File: src/rtl/y86_pipe_pkg.sv
// Shared Y86-64 pipeline definitions: default widths, icodes, register IDs,
// status codes and the writeback-register action selection.
package y86_pipe_pkg;

   localparam int DATA_W_DEF  = 64;
   localparam int REG_W_DEF   = 4;
   localparam int ICODE_W_DEF = 4;
   localparam int STAT_W_DEF  = 3;
   localparam int CNT_W_DEF   = 32;

   localparam int unsigned IHALT   = 0;
   localparam int unsigned INOP    = 1;
   localparam int unsigned IRRMOVQ = 2;
   localparam int unsigned IIRMOVQ = 3;
   localparam int unsigned IRMMOVQ = 4;
   localparam int unsigned IMRMOVQ = 5;
   localparam int unsigned IOPQ    = 6;
   localparam int unsigned IJXX    = 7;
   localparam int unsigned ICALL   = 8;
   localparam int unsigned IRET    = 9;
   localparam int unsigned IPUSHQ  = 10;
   localparam int unsigned IPOPQ   = 11;

   localparam int unsigned RNONE = 15;

   localparam int unsigned SAOK = 1;
   localparam int unsigned SHLT = 2;
   localparam int unsigned SADR = 3;
   localparam int unsigned SINS = 4;

   typedef enum logic [1:0] {
      WB_FREEZE,
      WB_HOLD,
      WB_BUBBLE,
      WB_LOAD
   } wb_action_e;

   // Freeze outranks stall, and stall outranks bubble.
   function automatic wb_action_e wbAction(input logic halted,
                                           input logic stall,
                                           input logic bubble);
      wb_action_e act;
      act = WB_LOAD;
      if (halted)
         act = WB_FREEZE;
      else if (stall)
         act = WB_HOLD;
      else if (bubble)
         act = WB_BUBBLE;
      return act;
   endfunction

endpackage

File: src/rtl/wb_stage_reg_if.sv
// Memory-to-writeback bundle: pipeline control and m_* inputs, W_* outputs.
// W_retired exists only when WB_RETIRE_CNT_EN is defined.
interface wb_stage_reg_if
   import y86_pipe_pkg::*;
#(
   parameter int DATA_W  = DATA_W_DEF,
   parameter int REG_W   = REG_W_DEF,
   parameter int ICODE_W = ICODE_W_DEF,
   parameter int STAT_W  = STAT_W_DEF
`ifdef WB_RETIRE_CNT_EN
   ,
   parameter int CNT_W   = CNT_W_DEF
`endif
);

   logic               W_stall;
   logic               W_bubble;
   logic               m_valid;
   logic [STAT_W-1:0]  m_stat;
   logic [ICODE_W-1:0] m_icode;
   logic [DATA_W-1:0]  m_valE;
   logic [DATA_W-1:0]  m_valM;
   logic [REG_W-1:0]   m_dstE;
   logic [REG_W-1:0]   m_dstM;

   logic               W_valid;
   logic [STAT_W-1:0]  W_stat;
   logic [ICODE_W-1:0] W_icode;
   logic [DATA_W-1:0]  W_valE;
   logic [DATA_W-1:0]  W_valM;
   logic [REG_W-1:0]   W_dstE;
   logic [REG_W-1:0]   W_dstM;
   logic               W_weE;
   logic               W_weM;
   logic               W_halted;
`ifdef WB_RETIRE_CNT_EN
   logic [CNT_W-1:0]   W_retired;
`endif

   modport master (
      output W_stall, W_bubble, m_valid, m_stat, m_icode,
             m_valE, m_valM, m_dstE, m_dstM,
      input  W_valid, W_stat, W_icode, W_valE, W_valM,
             W_dstE, W_dstM, W_weE, W_weM, W_halted
`ifdef WB_RETIRE_CNT_EN
      ,
      input  W_retired
`endif
   );

   modport slave (
      input  W_stall, W_bubble, m_valid, m_stat, m_icode,
             m_valE, m_valM, m_dstE, m_dstM,
      output W_valid, W_stat, W_icode, W_valE, W_valM,
             W_dstE, W_dstM, W_weE, W_weM, W_halted
`ifdef WB_RETIRE_CNT_EN
      ,
      output W_retired
`endif
   );

endinterface

File: src/rtl/wb_stage_reg_retire_counter.sv
// Saturating retired-instruction counter with async reset and increment enable.
module retire_counter #(
   parameter int CNT_W = 32
) (
   input  logic             clk,
   input  logic             rst,
   input  logic             i_inc,
   output logic [CNT_W-1:0] o_count
);

   logic [CNT_W-1:0] r_count;

   // Sticks at all-ones so a long run never wraps back to a small count.
   always_ff @(posedge clk or posedge rst) begin
      if (rst)
         r_count <= '0;
      else if (i_inc && (r_count != '1))
         r_count <= r_count + CNT_W'(1);
   end

   assign o_count = r_count;

endmodule

File: src/rtl/wb_stage_reg.sv
// Y86-64 memory-to-writeback pipeline register with stall, bubble and
// exception freeze. WB_RETIRE_CNT_EN adds the retired-instruction counter.
module wb_stage_reg
   import y86_pipe_pkg::*;
#(
   parameter int DATA_W  = DATA_W_DEF,
   parameter int REG_W   = REG_W_DEF,
   parameter int ICODE_W = ICODE_W_DEF,
   parameter int STAT_W  = STAT_W_DEF
`ifdef WB_RETIRE_CNT_EN
   ,
   parameter int CNT_W   = CNT_W_DEF
`endif
) (
   input logic           clk,
   input logic           rst,
   wb_stage_reg_if.slave bus
);

   localparam logic [STAT_W-1:0]  L_SAOK  = STAT_W'(SAOK);
   localparam logic [ICODE_W-1:0] L_INOP  = ICODE_W'(INOP);
   localparam logic [REG_W-1:0]   L_RNONE = '1;

   logic               r_valid;
   logic [STAT_W-1:0]  r_stat;
   logic [ICODE_W-1:0] r_icode;
   logic [DATA_W-1:0]  r_valE;
   logic [DATA_W-1:0]  r_valM;
   logic [REG_W-1:0]   r_dstE;
   logic [REG_W-1:0]   r_dstM;

   logic               w_halted;
   logic               w_statOk;
   wb_action_e         w_action;

   // A non-AOK status in W can only be left through reset, which is what
   // makes the freeze sticky.
   assign w_statOk = (r_stat == L_SAOK);
   assign w_halted = ~w_statOk;

   always_comb begin
      w_action = WB_LOAD;
      w_action = wbAction(w_halted, bus.W_stall, bus.W_bubble);
   end

   always_ff @(posedge clk or posedge rst) begin
      if (rst) begin
         r_valid <= 1'b0;
         r_stat  <= L_SAOK;
         r_icode <= L_INOP;
         r_valE  <= '0;
         r_valM  <= '0;
         r_dstE  <= L_RNONE;
         r_dstM  <= L_RNONE;
      end else begin
         case (w_action)
            WB_BUBBLE: begin
               r_valid <= 1'b0;
               r_stat  <= L_SAOK;
               r_icode <= L_INOP;
               r_valE  <= '0;
               r_valM  <= '0;
               r_dstE  <= L_RNONE;
               r_dstM  <= L_RNONE;
            end
            WB_LOAD: begin
               r_valid <= bus.m_valid;
               r_stat  <= bus.m_stat;
               r_icode <= bus.m_icode;
               r_valE  <= bus.m_valE;
               r_valM  <= bus.m_valM;
               r_dstE  <= bus.m_dstE;
               r_dstM  <= bus.m_dstM;
            end
            default: begin
            end
         endcase
      end
   end

   assign bus.W_valid  = r_valid;
   assign bus.W_stat   = r_stat;
   assign bus.W_icode  = r_icode;
   assign bus.W_valE   = r_valE;
   assign bus.W_valM   = r_valM;
   assign bus.W_dstE   = r_dstE;
   assign bus.W_dstM   = r_dstM;
   assign bus.W_halted = w_halted;

   // Bubbles and excepting instructions never reach the register file.
   assign bus.W_weE = r_valid & w_statOk & (r_dstE != L_RNONE);
   assign bus.W_weM = r_valid & w_statOk & (r_dstM != L_RNONE);

`ifdef WB_RETIRE_CNT_EN
   logic w_retire;

   assign w_retire = (w_action == WB_LOAD) & bus.m_valid & (bus.m_stat == L_SAOK);

   retire_counter #(
      .CNT_W (CNT_W)
   ) u_retireCounter (
      .clk     (clk),
      .rst     (rst),
      .i_inc   (w_retire),
      .o_count (bus.W_retired)
   );
`endif

endmodule
File: src/flat_wrapper.sv
// flat-port wrapper written by rule: the top's interface ports become plain ports
module wb_stage_reg_flat import y86_pipe_pkg::*;
#(
   parameter int DATA_W  = DATA_W_DEF,
   parameter int REG_W   = REG_W_DEF,
   parameter int ICODE_W = ICODE_W_DEF,
   parameter int STAT_W  = STAT_W_DEF

)
  (clk, rst, bus_W_stall, bus_W_bubble, bus_m_valid, bus_m_stat, bus_m_icode, bus_m_valE, bus_m_valM, bus_m_dstE, bus_m_dstM, bus_W_valid, bus_W_stat, bus_W_icode, bus_W_valE, bus_W_valM, bus_W_dstE, bus_W_dstM, bus_W_weE, bus_W_weM, bus_W_halted);
  wb_stage_reg_if #(.DATA_W(DATA_W), .REG_W(REG_W), .ICODE_W(ICODE_W), .STAT_W(STAT_W)) bus_i ();
  input logic clk;
  input logic rst;
  input wire logic [$bits(bus_i.W_stall)-1:0] bus_W_stall;
  input wire logic [$bits(bus_i.W_bubble)-1:0] bus_W_bubble;
  input wire logic [$bits(bus_i.m_valid)-1:0] bus_m_valid;
  input wire logic [$bits(bus_i.m_stat)-1:0] bus_m_stat;
  input wire logic [$bits(bus_i.m_icode)-1:0] bus_m_icode;
  input wire logic [$bits(bus_i.m_valE)-1:0] bus_m_valE;
  input wire logic [$bits(bus_i.m_valM)-1:0] bus_m_valM;
  input wire logic [$bits(bus_i.m_dstE)-1:0] bus_m_dstE;
  input wire logic [$bits(bus_i.m_dstM)-1:0] bus_m_dstM;
  output wire logic [$bits(bus_i.W_valid)-1:0] bus_W_valid;
  output wire logic [$bits(bus_i.W_stat)-1:0] bus_W_stat;
  output wire logic [$bits(bus_i.W_icode)-1:0] bus_W_icode;
  output wire logic [$bits(bus_i.W_valE)-1:0] bus_W_valE;
  output wire logic [$bits(bus_i.W_valM)-1:0] bus_W_valM;
  output wire logic [$bits(bus_i.W_dstE)-1:0] bus_W_dstE;
  output wire logic [$bits(bus_i.W_dstM)-1:0] bus_W_dstM;
  output wire logic [$bits(bus_i.W_weE)-1:0] bus_W_weE;
  output wire logic [$bits(bus_i.W_weM)-1:0] bus_W_weM;
  output wire logic [$bits(bus_i.W_halted)-1:0] bus_W_halted;
  assign bus_i.W_stall = bus_W_stall;
  assign bus_i.W_bubble = bus_W_bubble;
  assign bus_i.m_valid = bus_m_valid;
  assign bus_i.m_stat = bus_m_stat;
  assign bus_i.m_icode = bus_m_icode;
  assign bus_i.m_valE = bus_m_valE;
  assign bus_i.m_valM = bus_m_valM;
  assign bus_i.m_dstE = bus_m_dstE;
  assign bus_i.m_dstM = bus_m_dstM;
  assign bus_W_valid = bus_i.W_valid;
  assign bus_W_stat = bus_i.W_stat;
  assign bus_W_icode = bus_i.W_icode;
  assign bus_W_valE = bus_i.W_valE;
  assign bus_W_valM = bus_i.W_valM;
  assign bus_W_dstE = bus_i.W_dstE;
  assign bus_W_dstM = bus_i.W_dstM;
  assign bus_W_weE = bus_i.W_weE;
  assign bus_W_weM = bus_i.W_weM;
  assign bus_W_halted = bus_i.W_halted;
  wb_stage_reg #(.DATA_W(DATA_W), .REG_W(REG_W), .ICODE_W(ICODE_W), .STAT_W(STAT_W)) u_core (.clk(clk), .rst(rst), .bus(bus_i));
endmodule
File: config.mk
export PLATFORM = sky130hd
export DESIGN_NAME = wb_stage_reg_flat
export DESIGN_NICKNAME = d
export VERILOG_FILES = /design/src/rtl/y86_pipe_pkg.sv /design/src/rtl/wb_stage_reg_if.sv /design/src/rtl/wb_stage_reg_retire_counter.sv /design/src/rtl/wb_stage_reg.sv /design/src/flat_wrapper.sv
export SDC_FILE = /design/constraint.sdc
export NUM_CORES = 1
export LEC_CHECK = 0
export CAP_MARGIN = 5
export CORE_MARGIN = 5
export CORE_UTILIZATION = 42
export DETAILED_ROUTE_END_ITERATION = 7
export GPL_ROUTABILITY_DRIVEN = 0
export PLACE_DENSITY = 0.81
export SLEW_MARGIN = 20
export SYNTH_ARGS = -nofsm -noshare
export SYNTH_HDL_FRONTEND = slang
export SYNTH_SLANG_ARGS = --single-unit
File: constraint.sdc
create_clock -name clk -period 6.4 [get_ports clk]
set_clock_uncertainty 0.2 [all_clocks]
set_input_delay 1.28 -clock clk [delete_from_list [all_inputs] [get_ports clk]]
set_output_delay 1.28 -clock clk [all_outputs]
set_load 0.01 [all_outputs]
Word-level counts from Yosys, hierarchy flattened --
Index checks and enable logic that the tools add are counted.
Storage, ports and cells: flip-flop bits (word level) 144, latch bits 0, bits in writable memories 0, bits in read-only memories 0, input bits 148, output and inout bits 147, word-level logic and storage cells 27, memories kept 0
Cells by class: $add $sub $neg 0, $mul 0, div/mod/pow operators 0, order comparisons 0, equality and inequality tests 5, shifts and indexed selects 0, muxes and demuxes 10, bitwise logic cells 4, reductions and logical operators 1
Operators by type and width (number):
- one-hot mux 64 bit (2 select lines) | 2
- one-hot mux 4 bit (2 select lines) | 3
- inequality test 4 bit, second input constant | 2
- one-hot mux 3 bit (2 select lines) | 1
- equality test 2 bit, second input constant | 2
- 2-to-1 mux 2 bit | 2
- AND 1 bit | 3
- equality test 3 x 1 -> 1 bit, second input constant | 1
- one-hot mux 1 bit (2 select lines) | 1
- nonzero test 2 bit | 1
- 2-to-1 mux 1 bit | 1
- NOT 1 bit | 1

Logic depth before layout (Yosys ltp) --
Gate-level depths: netlist (run 1).
word-level depth 5, gate-level depth with buffers 5, mapped depth without buffers 2

Worst setup path before layout (run 1) --
No wires, ideal clock.
path type input-to-reg, start input bus_W_stall, end register u_core.r_valE[39], in the netlist u_core.bus.W_valE[39], arrival time 2.308 ns, required time 6.073 ns, path slack 3.764 ns, cell stages on the path 5, cell sequence nor4b_2 > buf_4 > buf_8 > buf_8 > mux2_1
On the way: word-level cells in the longest chain between the ends 4, elaborated cells between the ends (all ways) 6, those cells by class eq/ne (2); mux (3); reduce/logical (1)
Ends and longest elaborated chain:
- start, declared | line flat_wrapper.sv:14 | input wire logic [$bits(bus_i.W_stall)-1:0] bus_W_stall;
- 2-to-1 mux 2 bit * | line y86_pipe_pkg.sv:46 | else if (stall)
- 2-to-1 mux 2 bit * | line y86_pipe_pkg.sv:44 | if (halted)
- equality test 2 bit | line wb_stage_reg.sv:56 | case (w_action)
- one-hot mux 64 bit (2 select lines) / nonzero test 2 bit (equally long branches)
- end signal, assigned | line wb_stage_reg.sv:70 | r_valE <= bus.m_valE;
- end, declared | line wb_stage_reg.sv:27 | logic [DATA_W-1:0] r_valE;
Every way passes the cells marked *; elsewhere a longest branch is shown, timed or not. A chain may end at the register's enable or synchronous reset.

Worst setup path in the final report (run 1) --
start register u_core.r_stat[0], in the netlist u_core.bus.W_stat[0], end output bus_W_weM
On the way: word-level cells in the longest chain between the ends 3
Ends and longest elaborated chain:
- start, declared | line wb_stage_reg.sv:25 | logic [STAT_W-1:0] r_stat;
- start signal, assigned | line wb_stage_reg.sv:68 | r_stat <= bus.m_stat;
- equality test 3 x 1 -> 1 bit | line wb_stage_reg.sv:38 | assign w_statOk = (r_stat == L_SAOK);
- AND 1 bit (2 in a row) | line wb_stage_reg.sv:92 | assign bus.W_weM = r_valid & w_statOk & (r_dstM != L_RNONE);
- end, declared | line flat_wrapper.sv:31 | output wire logic [$bits(bus_i.W_weM)-1:0] bus_W_weM;
No other way between the ends.

==> flow_metrics.py, run 1 <==
metrics = {
    "place": {
        "place_ws_ns": 2.84,
        "port_buffers": 294,
        "dp_hpwl_um": 12600,
    },
    "yosys": {
        "yosysTopAreaCell": "dfrtp_1",
        "yosys_most_used_dff": "dfrtp_1",
        "synth_cells": 478,
        "synth.most_common_cell": "dfrtp_1",
        "synth-seq-cells": 144,
        "synth_seq_area_share_pct": 55.0,
        "ys_top_cells_by_area": "dfrtp_1 51%, mux2_2 14%, nor2b_1 13%, mux2_4 9.1%, dfstp_2 4.0%",
        "synth_area_mm2": 0.00658,
        "synth_cell_type_count": 21,
        "yosysWarnings": 0,
        "syn_avg_cell_area_um2": 13.8,
        "synth_edf_count": 0,
        "syn-num-nets": 626,
        "synthTopCellsByCount": "134 x dfrtp_1, 132 x nor2b_1, 84 x mux2_2",
        "synth_async_sr_flop_share_pct": 100,
        "synth_top_area_share_pct": 51.0,
    },
    "pwr": {
        "internal-power_w": 0.00155,
        "p_sw_w": 0.000441,
        "swShare_pct": 22.2,
        "vdd_drop_max_uv": 172,
        "p_leak_nw": 4.51,
        "power_frac_seq_pct": 45.9,
        "clock_power_share_pct": 46.3,
        "power_density_mw_per_mm2": 196,
        "power.total_w": 0.00199,
        "comb_power_share_pct": 7.8,
    },
    "global_route": {
        "overflow": 0,
        "grt.total_usage_pct": 19.1,
        "antenna_found_initial": 0,
        "grt_pass1_wl_um": 27200,
        "grt_max_degree": 145,
        "grt_pass1_vias": 5133,
    },
    "critical_path": {
        "critPathLaunchType": "register",
        "crit_path_top_delay_cell": "dfstp_2",
        "cp-end-kind": "primary output",
        "crit_fanout": 5,
        "path_class": "reg -> out",
        "rrSetupSlack_ns": 4.01,
        "crit_chain": "nand4bb_1, a41oi_1, clkdlybuf4s50_1",
        "r2r_cells": 3,
        "crit_end": "bus_W_weM",
        "max_stage_delay_ns": 0.57,
        "reg2reg_from": "u_core.bus.W_stat[0]$_DFFE_PP1P_",
        "cp.required_ns": 4.92,
        "critical_path.startpoint": "u_core.bus.W_stat[0]$_DFFE_PP1P_",
        "r2r-end": "u_core.bus.W_valM[62]$_DFFE_PP0P_",
        "arrival_ns": 1.89,
    },
    "route": {
        "avgViaCountPerCell": 4.72,
        "route.detailed.drc": 0,
        "drtAntennaViolNets": 0,
        "drtPass1Iterations": 4,
        "routed_wl_um": 17600,
        "wire_per_inst_um": 17.8,
        "via_count": 4655,
        "drt-initial-drc-count": 163,
    },
    "layout": {
        "multi_input_area_mm2": 0.00268,
        "nFillCells": 1076,
        "layout.nets": 911,
        "area_delta_synth_final_pct": 54.0,
        "final_core_util_pct": 66.4,
        "num_antenna_cells": 0,
        "drive_gt1_share_pct": 22.2,
        "regArea_mm2": 0.00362,
    },
    "sta": {
        "finalCritPeriodShare_pct": 52.6,
        "hold_violations": 0,
        "fmax_mhz": 297,
        "fin_setup_tns_ns": 0,
        "max-slew-margin-rel_pct": 31.0,
        "tightest_slew_ns": 1.03,
        "fin_ws_ns": 3.03,
        "whs_ns": 0.264,
        "fin_crit_ns": 3.37,
        "slew_viol_final": 0,
        "setup_viol": 0,
        "rsz0062_at_grt": "false",
    },
    "cts": {
        "cts_buffers": 17,
        "clockBufferDepth": 2,
        "cts_root_buf": "clkbuf_16",
        "cts_tree": "done",
        "postCtsSetupRepairBufs": 0,
        "h-tree-depth": 4,
        "cts_hold_buf": 0,
        "cts-resized-gates": 0,
        "clock_sinks": 144,
        "path_clk_slew_ns": 0.06,
        "worstSkewPairLatency_ns": 0.41,
    },
    "job": {
        "cap_viol_max_count": 0,
    },
    "outcome": {
        "status": "complete, no violations",
    },
    "die": {
        "io_pins": 295,
        "dieArea_mm2": 0.0183,
        "die_y_um": 135,
        "fp-row-count": 45,
        "coreArea_mm2": 0.0153,
        "die_w_um": 135,
        "start_util_pct": 43.1,
    },
    "worst_hold_path": {
        "holdCritPathClass": "reg -> reg",
    },
}
-- power by group through the flow --
stage                     Clock, W  Sequential [W]  Combinational, W
after global placement           0        0.000927          0.000154
after detailed placement         0        0.000927          0.000156
final                     0.000920        0.000911          0.000155
after global routing      0.000982        0.000910          0.000170
after CTS                 0.000943        0.000911          0.000158
after floorplan                  0        0.000927         0.0000553
-- layout by cell type (no fill, tap or decap) --
| cell type | n |
|---|---|
| a21boi_0 | 1 |
| a31o_2 | 2 |
| a41oi_1 | 2 |
| buf_12 | 1 |
| buf_4 | 3 |
| bufinv_16 | 1 |
| clkbuf_1 | 2 |
| clkbuf_16 | 17 |
| clkdlybuf4s50_1 | 293 |
| clkinv_2 | 3 |
| clkinv_4 | 2 |
| clkinvlp_4 | 6 |
| dfrtp_1 | 134 |
| dfstp_2 | 10 |
| inv_1 | 10 |
| inv_6 | 2 |
| mux2_1 | 8 |
| mux2_2 | 84 |
| mux2_4 | 40 |
| mux2i_1 | 9 |
| nand2_1 | 1 |
| nand4bb_1 | 1 |
| nor2_1 | 11 |
| nor2b_1 | 132 |
| nor4b_4 | 1 |
-- how the worst min path moves through the flow --
stage,from,endpoint,slack [ns],cells after the start
6_report,u_core.bus.W_icode[0]$_DFFE_PP1P_,u_core.bus.W_icode[0]$_DFFE_PP1P_,0.26,2
5_1_grt,u_core.bus.W_dstM[0]$_DFFE_PP1P_,u_core.bus.W_dstM[0]$_DFFE_PP1P_,0.29,2
4_1_cts,u_core.bus.W_icode[0]$_DFFE_PP1P_,u_core.bus.W_icode[0]$_DFFE_PP1P_,0.27,2
3_5_place_dp,u_core.bus.W_icode[0]$_DFFE_PP1P_,u_core.bus.W_icode[0]$_DFFE_PP1P_,0.26,2
3_3_place_gp,u_core.bus.W_icode[0]$_DFFE_PP1P_,u_core.bus.W_icode[0]$_DFFE_PP1P_,0.25,2
2_1_floorplan,u_core.bus.W_icode[0]$_DFFE_PP1P_,u_core.bus.W_icode[0]$_DFFE_PP1P_,0.27,2
-- critical path: cells and delay by family, from the launching register on --
family	cells	cell delay (ns)
DFF	1	0.57
and+or+nand+nor	1	0.15
AOI/OAI and AO/OA	1	0.20
buffers and inverters	1	0.56
-- metrics by stage --
step / area, um^2 / cells
2_1_floorplan: 6580 / 478
3_3_place_gp: 9580 / 955
3_5_place_dp: 9580 / 955
4_1_cts: 10100 / 987
5_1_grt: 10100 / 987
6_report: 10100 / 987
-- state kept, by name (all words and copies together) (netlist names) --
signal / flops
u_core.bus.W_stat: 3
u_core.bus.W_valE: 64
u_core.bus.W_valM: 64
u_core.bus.W_dstM: 4
u_core.bus.W_icode: 4
u_core.bus.W_dstE: 4
u_core.bus.W_valid: 1
-- cell families (layout without fill, tap and decap cells) --
family	after synthesis	in the layout	synth area share, %
simple gates	146	146	13.6
compound gates	5	5	0.647
buf+inv	42	340	4.47
flops	144	144	55.0
mux	141	141	26.3
-- area by class of cell --
cell class                      count  share of cell area (%)
Multi-Input combinational cell    292                    26.4
Sequential cell                   144                    35.7
Clock buffer                       19                    4.28
Tap cell                          211                    2.61
Timing Repair Buffer              297                    29.4
Inverter                           11                   0.457
Clock inverter                     13                    1.15
-- per-layer routing --
layer	vias to the layer above	share of wire, %	global-route usage (%)
li1	2151	-	-
met1	2273	41	22.6
met2	202	49	31.6
met3	29	8.6	7.24
met4	0	2.4	7.22
met5	-	0	0
(Power assumes the default switching activity.)
==> inputs of run 2 (changes only) <==
==> constraint.sdc (replaced) <==
create_clock -name clk -period 3.21 [get_ports clk]
set_clock_uncertainty 0.2 [all_clocks]
set_input_delay 0.642 -clock clk [delete_from_list [all_inputs] [get_ports clk]]
set_output_delay 0.642 -clock clk [all_outputs]
set_load 0.01 [all_outputs]
==> run 2 against run 1 <==
Net effect:
- register-to-register slack worse by 3.0 ns
- critical path depth stayed put
- die area stayed put
- worst hold slack gained 0.0037 ns
- critical path type unchanged
- critical endpoint is now bus_W_weE
- highest routed layer unchanged
==> flow_metrics.py, run 2 (synthesis gave the netlist of run 1 again) <==
metrics = {
    "sta": {
        "fin_crit_ns": 2.81,
        "slew_viol_final": 0,
        "setup_viol": 0,
        "tightest_slew_ns": 0.608,
        "hold_violations": 0,
        "finalCritPeriodShare_pct": 87.4,
        "max-slew-margin-rel_pct": 59.5,
        "fin_setup_tns_ns": 0,
        "rsz0062_at_grt": "false",
        "fmax_mhz": 356,
        "fin_ws_ns": 0.403,
    },
    "outcome": {
        "status": "complete, no violations",
    },
    "cts": {
        "cts-resized-gates": 0,
        "clock_sinks": 144,
        "cts_hold_buf": 0,
        "clockBufferDepth": 2,
        "cts_root_buf": "clkbuf_16",
        "cts_tree": "done",
        "path_clk_slew_ns": 0.06,
        "h-tree-depth": 4,
        "postCtsSetupRepairBufs": 0,
        "worstSkewPairLatency_ns": 0.41,
        "cts_buffers": 17,
    },
    "critical_path": {
        "arrival_ns": 1.96,
        "cp.required_ns": 2.37,
        "crit_chain": "nand4bb_1, a41oi_1, clkdlybuf4s50_1",
        "reg2reg_from": "u_core.bus.W_stat[0]$_DFFE_PP1P_",
        "critPathLaunchType": "register",
        "path_class": "reg -> out",
        "crit_fanout": 5,
        "r2r_cells": 4,
        "r2r-end": "u_core.bus.W_valE[2]$_DFFE_PP0P_",
        "max_stage_delay_ns": 0.58,
        "rrSetupSlack_ns": 1.05,
        "crit_path_top_delay_cell": "clkdlybuf4s50_1",
        "cp-end-kind": "primary output",
    },
    "global_route": {
        "overflow": 0,
        "grt.total_usage_pct": 19.9,
        "grt_pass1_wl_um": 28500,
        "grt_max_degree": 71,
        "antenna_found_initial": 0,
        "grt_pass1_vias": 5316,
    },
    "route": {
        "avgViaCountPerCell": 4.72,
        "via_count": 4704,
        "drtPass1Iterations": 4,
        "drtAntennaViolNets": 0,
        "routed_wl_um": 18300,
        "route.detailed.drc": 0,
        "drt-initial-drc-count": 136,
        "wire_per_inst_um": 18.3,
    },
    "die": {
        "die_w_um": 135,
        "dieArea_mm2": 0.0183,
        "io_pins": 295,
        "coreArea_mm2": 0.0153,
        "die_y_um": 135,
        "start_util_pct": 43.1,
        "fp-row-count": 45,
    },
    "pwr": {
        "swShare_pct": 20.3,
        "vdd_drop_max_uv": 290,
        "power_frac_seq_pct": 44.5,
        "p_leak_nw": 4.61,
        "clock_power_share_pct": 47.6,
        "internal-power_w": 0.00325,
        "comb_power_share_pct": 7.9,
        "power_density_mw_per_mm2": 396,
        "power.total_w": 0.00408,
        "p_sw_w": 0.000829,
    },
    "layout": {
        "mostFrequentLayoutCells": "293 x clkdlybuf4s50_1, 134 x dfrtp_1, 132 x nor2b_1",
        "num_antenna_cells": 0,
        "layout.nets": 921,
        "drive_gt1_share_pct": 22.6,
        "final_core_util_pct": 67.5,
        "mostFrequentLayoutCell": "clkdlybuf4s50_1",
        "area_delta_synth_final_pct": 56.7,
        "finalInstanceArea_mm2": 0.0103,
    },
    "worst_hold_path": {
        "holdCritPathClass": "reg -> reg",
        "hold_path_depth": 2,
        "holdPathEnd": "u_core.bus.W_icode[0]$_DFFE_PP1P_",
        "hp-start": "u_core.bus.W_icode[0]$_DFFE_PP1P_",
    },
    "place": {
        "place_ws_ns": 0.417,
        "post_dp_cell_area_mm2": 0.00973,
        "port_buffers": 294,
        "dp_hpwl_um": 13400,
    },
    "job": {
        "cap_viol_max_count": 0,
    },
}
[run 2: changes by cell type in the layout (fill, tap and decap cells not counted), sizes merged]
cell / change
inv: -2
bufinv: +1
clkinv: -3
buf: +10
clkinvlp: -4
clkbuf: +8
[run 2: how the worst max path moves through the flow]
stage	start	endpoint	slack, ns
after global routing	u_core.bus.W_stat[0]$_DFFE_PP1P_	bus_W_weM	0.32
after detailed placement	bus_W_stall	u_core.bus.W_valM[53]$_DFFE_PP0P_	0.42
final	u_core.bus.W_stat[0]$_DFFE_PP1P_	bus_W_weE	0.40
after floorplan	rst	u_core.bus.W_icode[1]$_DFFE_PP0P_	0.57
after global placement	bus_W_stall	u_core.bus.W_valM[51]$_DFFE_PP0P_	0.48
after CTS	u_core.bus.W_stat[0]$_DFFE_PP1P_	bus_W_weE	0.38
[run 2: power by group through the flow]
| stage | Sequential (W) | Clock, W | Combinational (W) |
|---|---|---|---|
| 6_report | 0.00182 | 0.00194 | 0.000324 |
| 5_1_grt | 0.00182 | 0.00206 | 0.000354 |
| 4_1_cts | 0.00182 | 0.00199 | 0.000330 |
| 3_5_place_dp | 0.00185 | 0 | 0.000326 |
| 3_3_place_gp | 0.00185 | 0 | 0.000320 |
| 2_1_floorplan | 0.00185 | 0 | 0.000111 |
[run 2: layout make-up]
cell class | count | area (um^2)
Sequential cell | 144 | 3620
Fill cell | 1083 | 4950
Tap cell | 211 | 264
Clock buffer | 27 | 503
Clock inverter | 5 | 77.6
Multi-Input combinational cell | 292 | 2680
Timing Repair Buffer | 307 | 3130
Inverter | 11 | 45.0
[run 2: per-stage QoR]
stage	instances	hold WS [ns]
floorplan	478	0.270
global placement	965	0.255
detailed placement	965	0.268
CTS	997	0.271
global route	997	0.299
finish	997	0.268
[run 2: worst max-delay path: cells and delay by family, from the launching register on]
family / cells / cell delay, ns
buf+inv: 1 / 0.58
compound gates: 1 / 0.22
flops: 1 / 0.57
simple gates: 1 / 0.18
[run 2: per-layer routing]
layer	GRT usage, %	up-vias	wire, um
li1	-	2168	-
met4	5.38	0	274
met1	23.5	2330	7260
met3	7.24	22	1440
met2	34.2	184	9300
met5	0	-	0
==> inputs of run 3 (changes only) <==
--- a/config.mk
+++ b/config.mk
@@ -5,9 +5,10 @@
 export SDC_FILE = /design/constraint.sdc
 export NUM_CORES = 1
 export LEC_CHECK = 0
+export ABC_AREA = 1
 export CAP_MARGIN = 5
 export CORE_MARGIN = 5
-export CORE_UTILIZATION = 42
+export CORE_UTILIZATION = 41
 export DETAILED_ROUTE_END_ITERATION = 7
 export GPL_ROUTABILITY_DRIVEN = 0
 export PLACE_DENSITY = 0.81
==> run 3 against run 2 <==
Net effect:
- register-to-register slack got worse by 0.31 ns
- final area fell by 6.6%
- worst hold slack improved by 0.0029 ns
- wire length rose by 6.4%
- critical path type unchanged
- critical endpoint unchanged
- largest power group unchanged
- first-iteration DRC count rose to 2.7 times the previous value
- critical path depth rose by 2
- global-route usage rose by 2.2 points
- flip-flop and latch count did not move
- non-clock buffer count fell by 3
- setup slack improved by 0.037 ns
- core utilization fell by 1.0 points
- final cell count rose by 11%
==> flow_metrics.py, run 3 <==
metrics = {
    "worst_hold_path": {
        "holdCritPathClass": "reg -> reg",
    },
    "layout": {
        "regArea_mm2": 0.00362,
        "mostFrequentLayoutCell": "clkdlybuf4s50_1",
        "mostFrequentLayoutCells": "294 x clkdlybuf4s50_1, 288 x nand2_1, 134 x nand4_1, 134 x dfrtp_1, 17 x clkbuf_16",
        "nFillCells": 1163,
        "layout.nets": 1059,
        "finalInstanceArea_mm2": 0.00963,
        "num_antenna_cells": 0,
        "multi_input_area_mm2": 0.00204,
        "area_delta_synth_final_pct": 59.4,
        "drive_gt1_share_pct": 6.28,
    },
    "critical_path": {
        "path_class": "reg -> out",
        "cp.depth": 5,
        "crit_family": "buffers and inverters",
        "critPathLaunchType": "register",
        "arrival_ns": 1.93,
        "path_common_cell": "nand2_1",
        "rrSetupSlack_ns": 0.74,
        "crit_chain": "nand2_1, nor2_4, nand2_1, a21oi_1, clkdlybuf4s50_1",
        "cp-end-kind": "primary output",
        "crit_end": "bus_W_weE",
        "critical_path.startpoint": "u_core.bus.W_stat[0]$_DFFE_PP1P_",
        "reg2reg_from": "u_core.bus.W_stat[0]$_DFFE_PP1P_",
        "crit_path_top_delay_cell": "clkdlybuf4s50_1",
        "max_stage_delay_ns": 0.57,
        "crit_buf_inv": 1,
        "crit_fanout": 4,
        "cp.required_ns": 2.37,
        "r2r_cells": 7,
        "r2r-end": "u_core.bus.W_valE[54]$_DFFE_PP0P_",
    },
    "cts": {
        "h-tree-depth": 4,
        "clock_sinks": 144,
        "postCtsSetupRepairBufs": 0,
        "cts_buffers": 17,
        "clockBufferDepth": 2,
        "cts_root_buf": "clkbuf_16",
        "cts-resized-gates": 0,
        "cts_tree": "done",
        "path_clk_slew_ns": 0.06,
        "worstSkewPairLatency_ns": 0.41,
        "cts_hold_buf": 0,
    },
    "yosys": {
        "yosysTopAreaCell": "dfrtp_1",
        "synth_top_area_share_pct": 55.5,
        "synth_area_mm2": 0.00604,
        "synth_seq_area_share_pct": 59.9,
        "yosys_most_used_dff": "dfrtp_1",
        "synthTopCellsByCount": "288 x nand2_1, 134 x dfrtp_1, 134 x nand4_1",
        "ys_top_cells_by_area": "dfrtp_1 56%, nand2_1 18%, nand4_1 14%, dfstp_2 4.4%, buf_4 1.9%",
        "synth_async_sr_flop_share_pct": 100,
        "yosysWarnings": 0,
        "synth_cell_type_count": 16,
        "synth_edf_count": 0,
        "syn-num-nets": 797,
        "syn_avg_cell_area_um2": 9.31,
        "synth.most_common_cell": "nand2_1",
        "synth_cells": 649,
        "synth-seq-cells": 144,
    },
    "place": {
        "post_dp_cell_area_mm2": 0.00901,
        "dp_hpwl_um": 12800,
        "port_buffers": 294,
    },
    "sta": {
        "setup_viol": 0,
        "fin_crit_ns": 2.77,
        "fin_setup_tns_ns": 0,
        "hold_violations": 0,
        "fmax_mhz": 361,
        "finalCritPeriodShare_pct": 86.3,
        "slew_viol_final": 0,
        "rsz0062_at_grt": "false",
        "max-slew-margin-rel_pct": 39.8,
        "tightest_slew_ns": 0.902,
    },
    "global_route": {
        "grt_pass1_vias": 5678,
        "grt_pass1_wl_um": 31100,
        "antenna_found_initial": 0,
        "grt.total_usage_pct": 22.1,
        "grt_max_degree": 145,
        "overflow": 0,
    },
    "route": {
        "wire_per_inst_um": 17.5,
        "avgViaCountPerCell": 5.22,
        "drtPass1Iterations": 5,
        "route.detailed.drc": 0,
        "routed_wl_um": 19400,
        "drt-initial-drc-count": 365,
        "via_count": 5786,
        "drtAntennaViolNets": 0,
    },
    "pwr": {
        "power_frac_seq_pct": 43.7,
        "vdd_drop_max_uv": 314,
        "comb_power_share_pct": 7.0,
        "power_density_mw_per_mm2": 431,
        "internal-power_w": 0.00324,
        "p_sw_w": 0.000912,
        "clock_power_share_pct": 49.3,
        "swShare_pct": 22.0,
        "p_leak_nw": 4.64,
    },
    "die": {
        "io_pins": 295,
        "die_w_um": 131,
        "start_util_pct": 41.7,
        "dieArea_mm2": 0.0173,
        "coreArea_mm2": 0.0145,
        "die_y_um": 131,
        "fp-row-count": 44,
    },
    "outcome": {
        "status": "complete, no violations",
    },
    "job": {
        "cap_viol_max_count": 0,
    },
}
-- run 3: changes by cell type in the layout (fill, tap and decap cells not counted), sizes merged, moves of 2 or more --
cell      previous run  this run
o211ai               0        10
a31o                 2         0
nand4                0       134
mux2               132         0
a41oi                2         0
mux2i                9         0
nor2                11         1
clkbuf              27        18
clkinvlp             2         4
and3                 0         2
nor2b              132         0
a21oi                0         2
nand2                1       289
buf                 14        10
-- run 3: power by group through the flow --
| stage | sequential [W] | clock [W] | combinational, W |
|---|---|---|---|
| CTS | 0.00182 | 0.00209 | 0.000293 |
| finish | 0.00182 | 0.00205 | 0.000291 |
| global route | 0.00181 | 0.00217 | 0.000312 |
| floorplan | 0.00185 | 0 | 0.0000766 |
| global placement | 0.00185 | 0 | 0.000292 |
| detailed placement | 0.00185 | 0 | 0.000291 |
-- run 3: cell families after synthesis --
kind of cell | count (synthesis) | synth area share (%)
AND/OR/NAND/NOR | 426 | 32.2
flip-flops | 144 | 59.9
buffers and inverters | 67 | 6.53
AO/OA/AOI/OAI | 12 | 1.41
-- run 3: per-stage QoR --
stage | instances | total power, W | utilization [%] | hold slack (ns) | setup WS (ns)
after floorplan | 649 | 0.00193 | - | 0.274 | 0.571
after global placement | 1076 | 0.00214 | 62.2 | 0.260 | 0.783
after detailed placement | 1076 | 0.00214 | 62.2 | 0.263 | 0.761
after CTS | 1108 | 0.00419 | 66.5 | 0.274 | 0.400
after global routing | 1108 | 0.00430 | 66.5 | 0.283 | 0.342
final | 1108 | 0.00415 | 66.5 | 0.271 | 0.440
-- run 3: worst register-to-register path, cell delays in order (launching register included) --
cell and delay (ns):
dfstp_2 0.54, nand2_1 0.08, nor2_4 0.11, buf_4 0.69, nand2_4 0.15, buf_4 0.33, nand2_1 0.18, nand2_1 0.06
-- run 3: cell type report --
| cell class | count | area share (%) |
|---|---|---|
| clock inverter | 14 | 1.86 |
| timing repair buffer | 304 | 32.1 |
| clock buffer | 18 | 4.56 |
| multi-input combinational | 438 | 21.2 |
| inverter | 6 | 0.325 |
| sequential | 144 | 37.6 |
| tap | 184 | 2.39 |
-- run 3: how the worst min path moves through the flow --
stage,from,slack (ns),to,depth (start not counted)
after floorplan,u_core.bus.W_icode[0]$_DFFE_PP1P_,0.27,u_core.bus.W_icode[0]$_DFFE_PP1P_,2
after global placement,u_core.bus.W_icode[0]$_DFFE_PP1P_,0.26,u_core.bus.W_icode[0]$_DFFE_PP1P_,2
after detailed placement,u_core.bus.W_dstM[2]$_DFFE_PP1P_,0.26,u_core.bus.W_dstM[2]$_DFFE_PP1P_,2
after CTS,u_core.bus.W_dstM[2]$_DFFE_PP1P_,0.27,u_core.bus.W_dstM[2]$_DFFE_PP1P_,2
after global routing,u_core.bus.W_dstM[2]$_DFFE_PP1P_,0.28,u_core.bus.W_dstM[2]$_DFFE_PP1P_,2
final,u_core.bus.W_icode[0]$_DFFE_PP1P_,0.27,u_core.bus.W_icode[0]$_DFFE_PP1P_,2
-- run 3: routing by layer --
metal / global-route usage, % / up-vias / share of wire [%]
met1: 28.9 / 2745 / 40
met3: 6.80 / 37 / 8.8
li1: - / 2737 / -
met5: 0 / - / 0
met2: 35.0 / 267 / 48
met4: 7.54 / 0 / 2.5
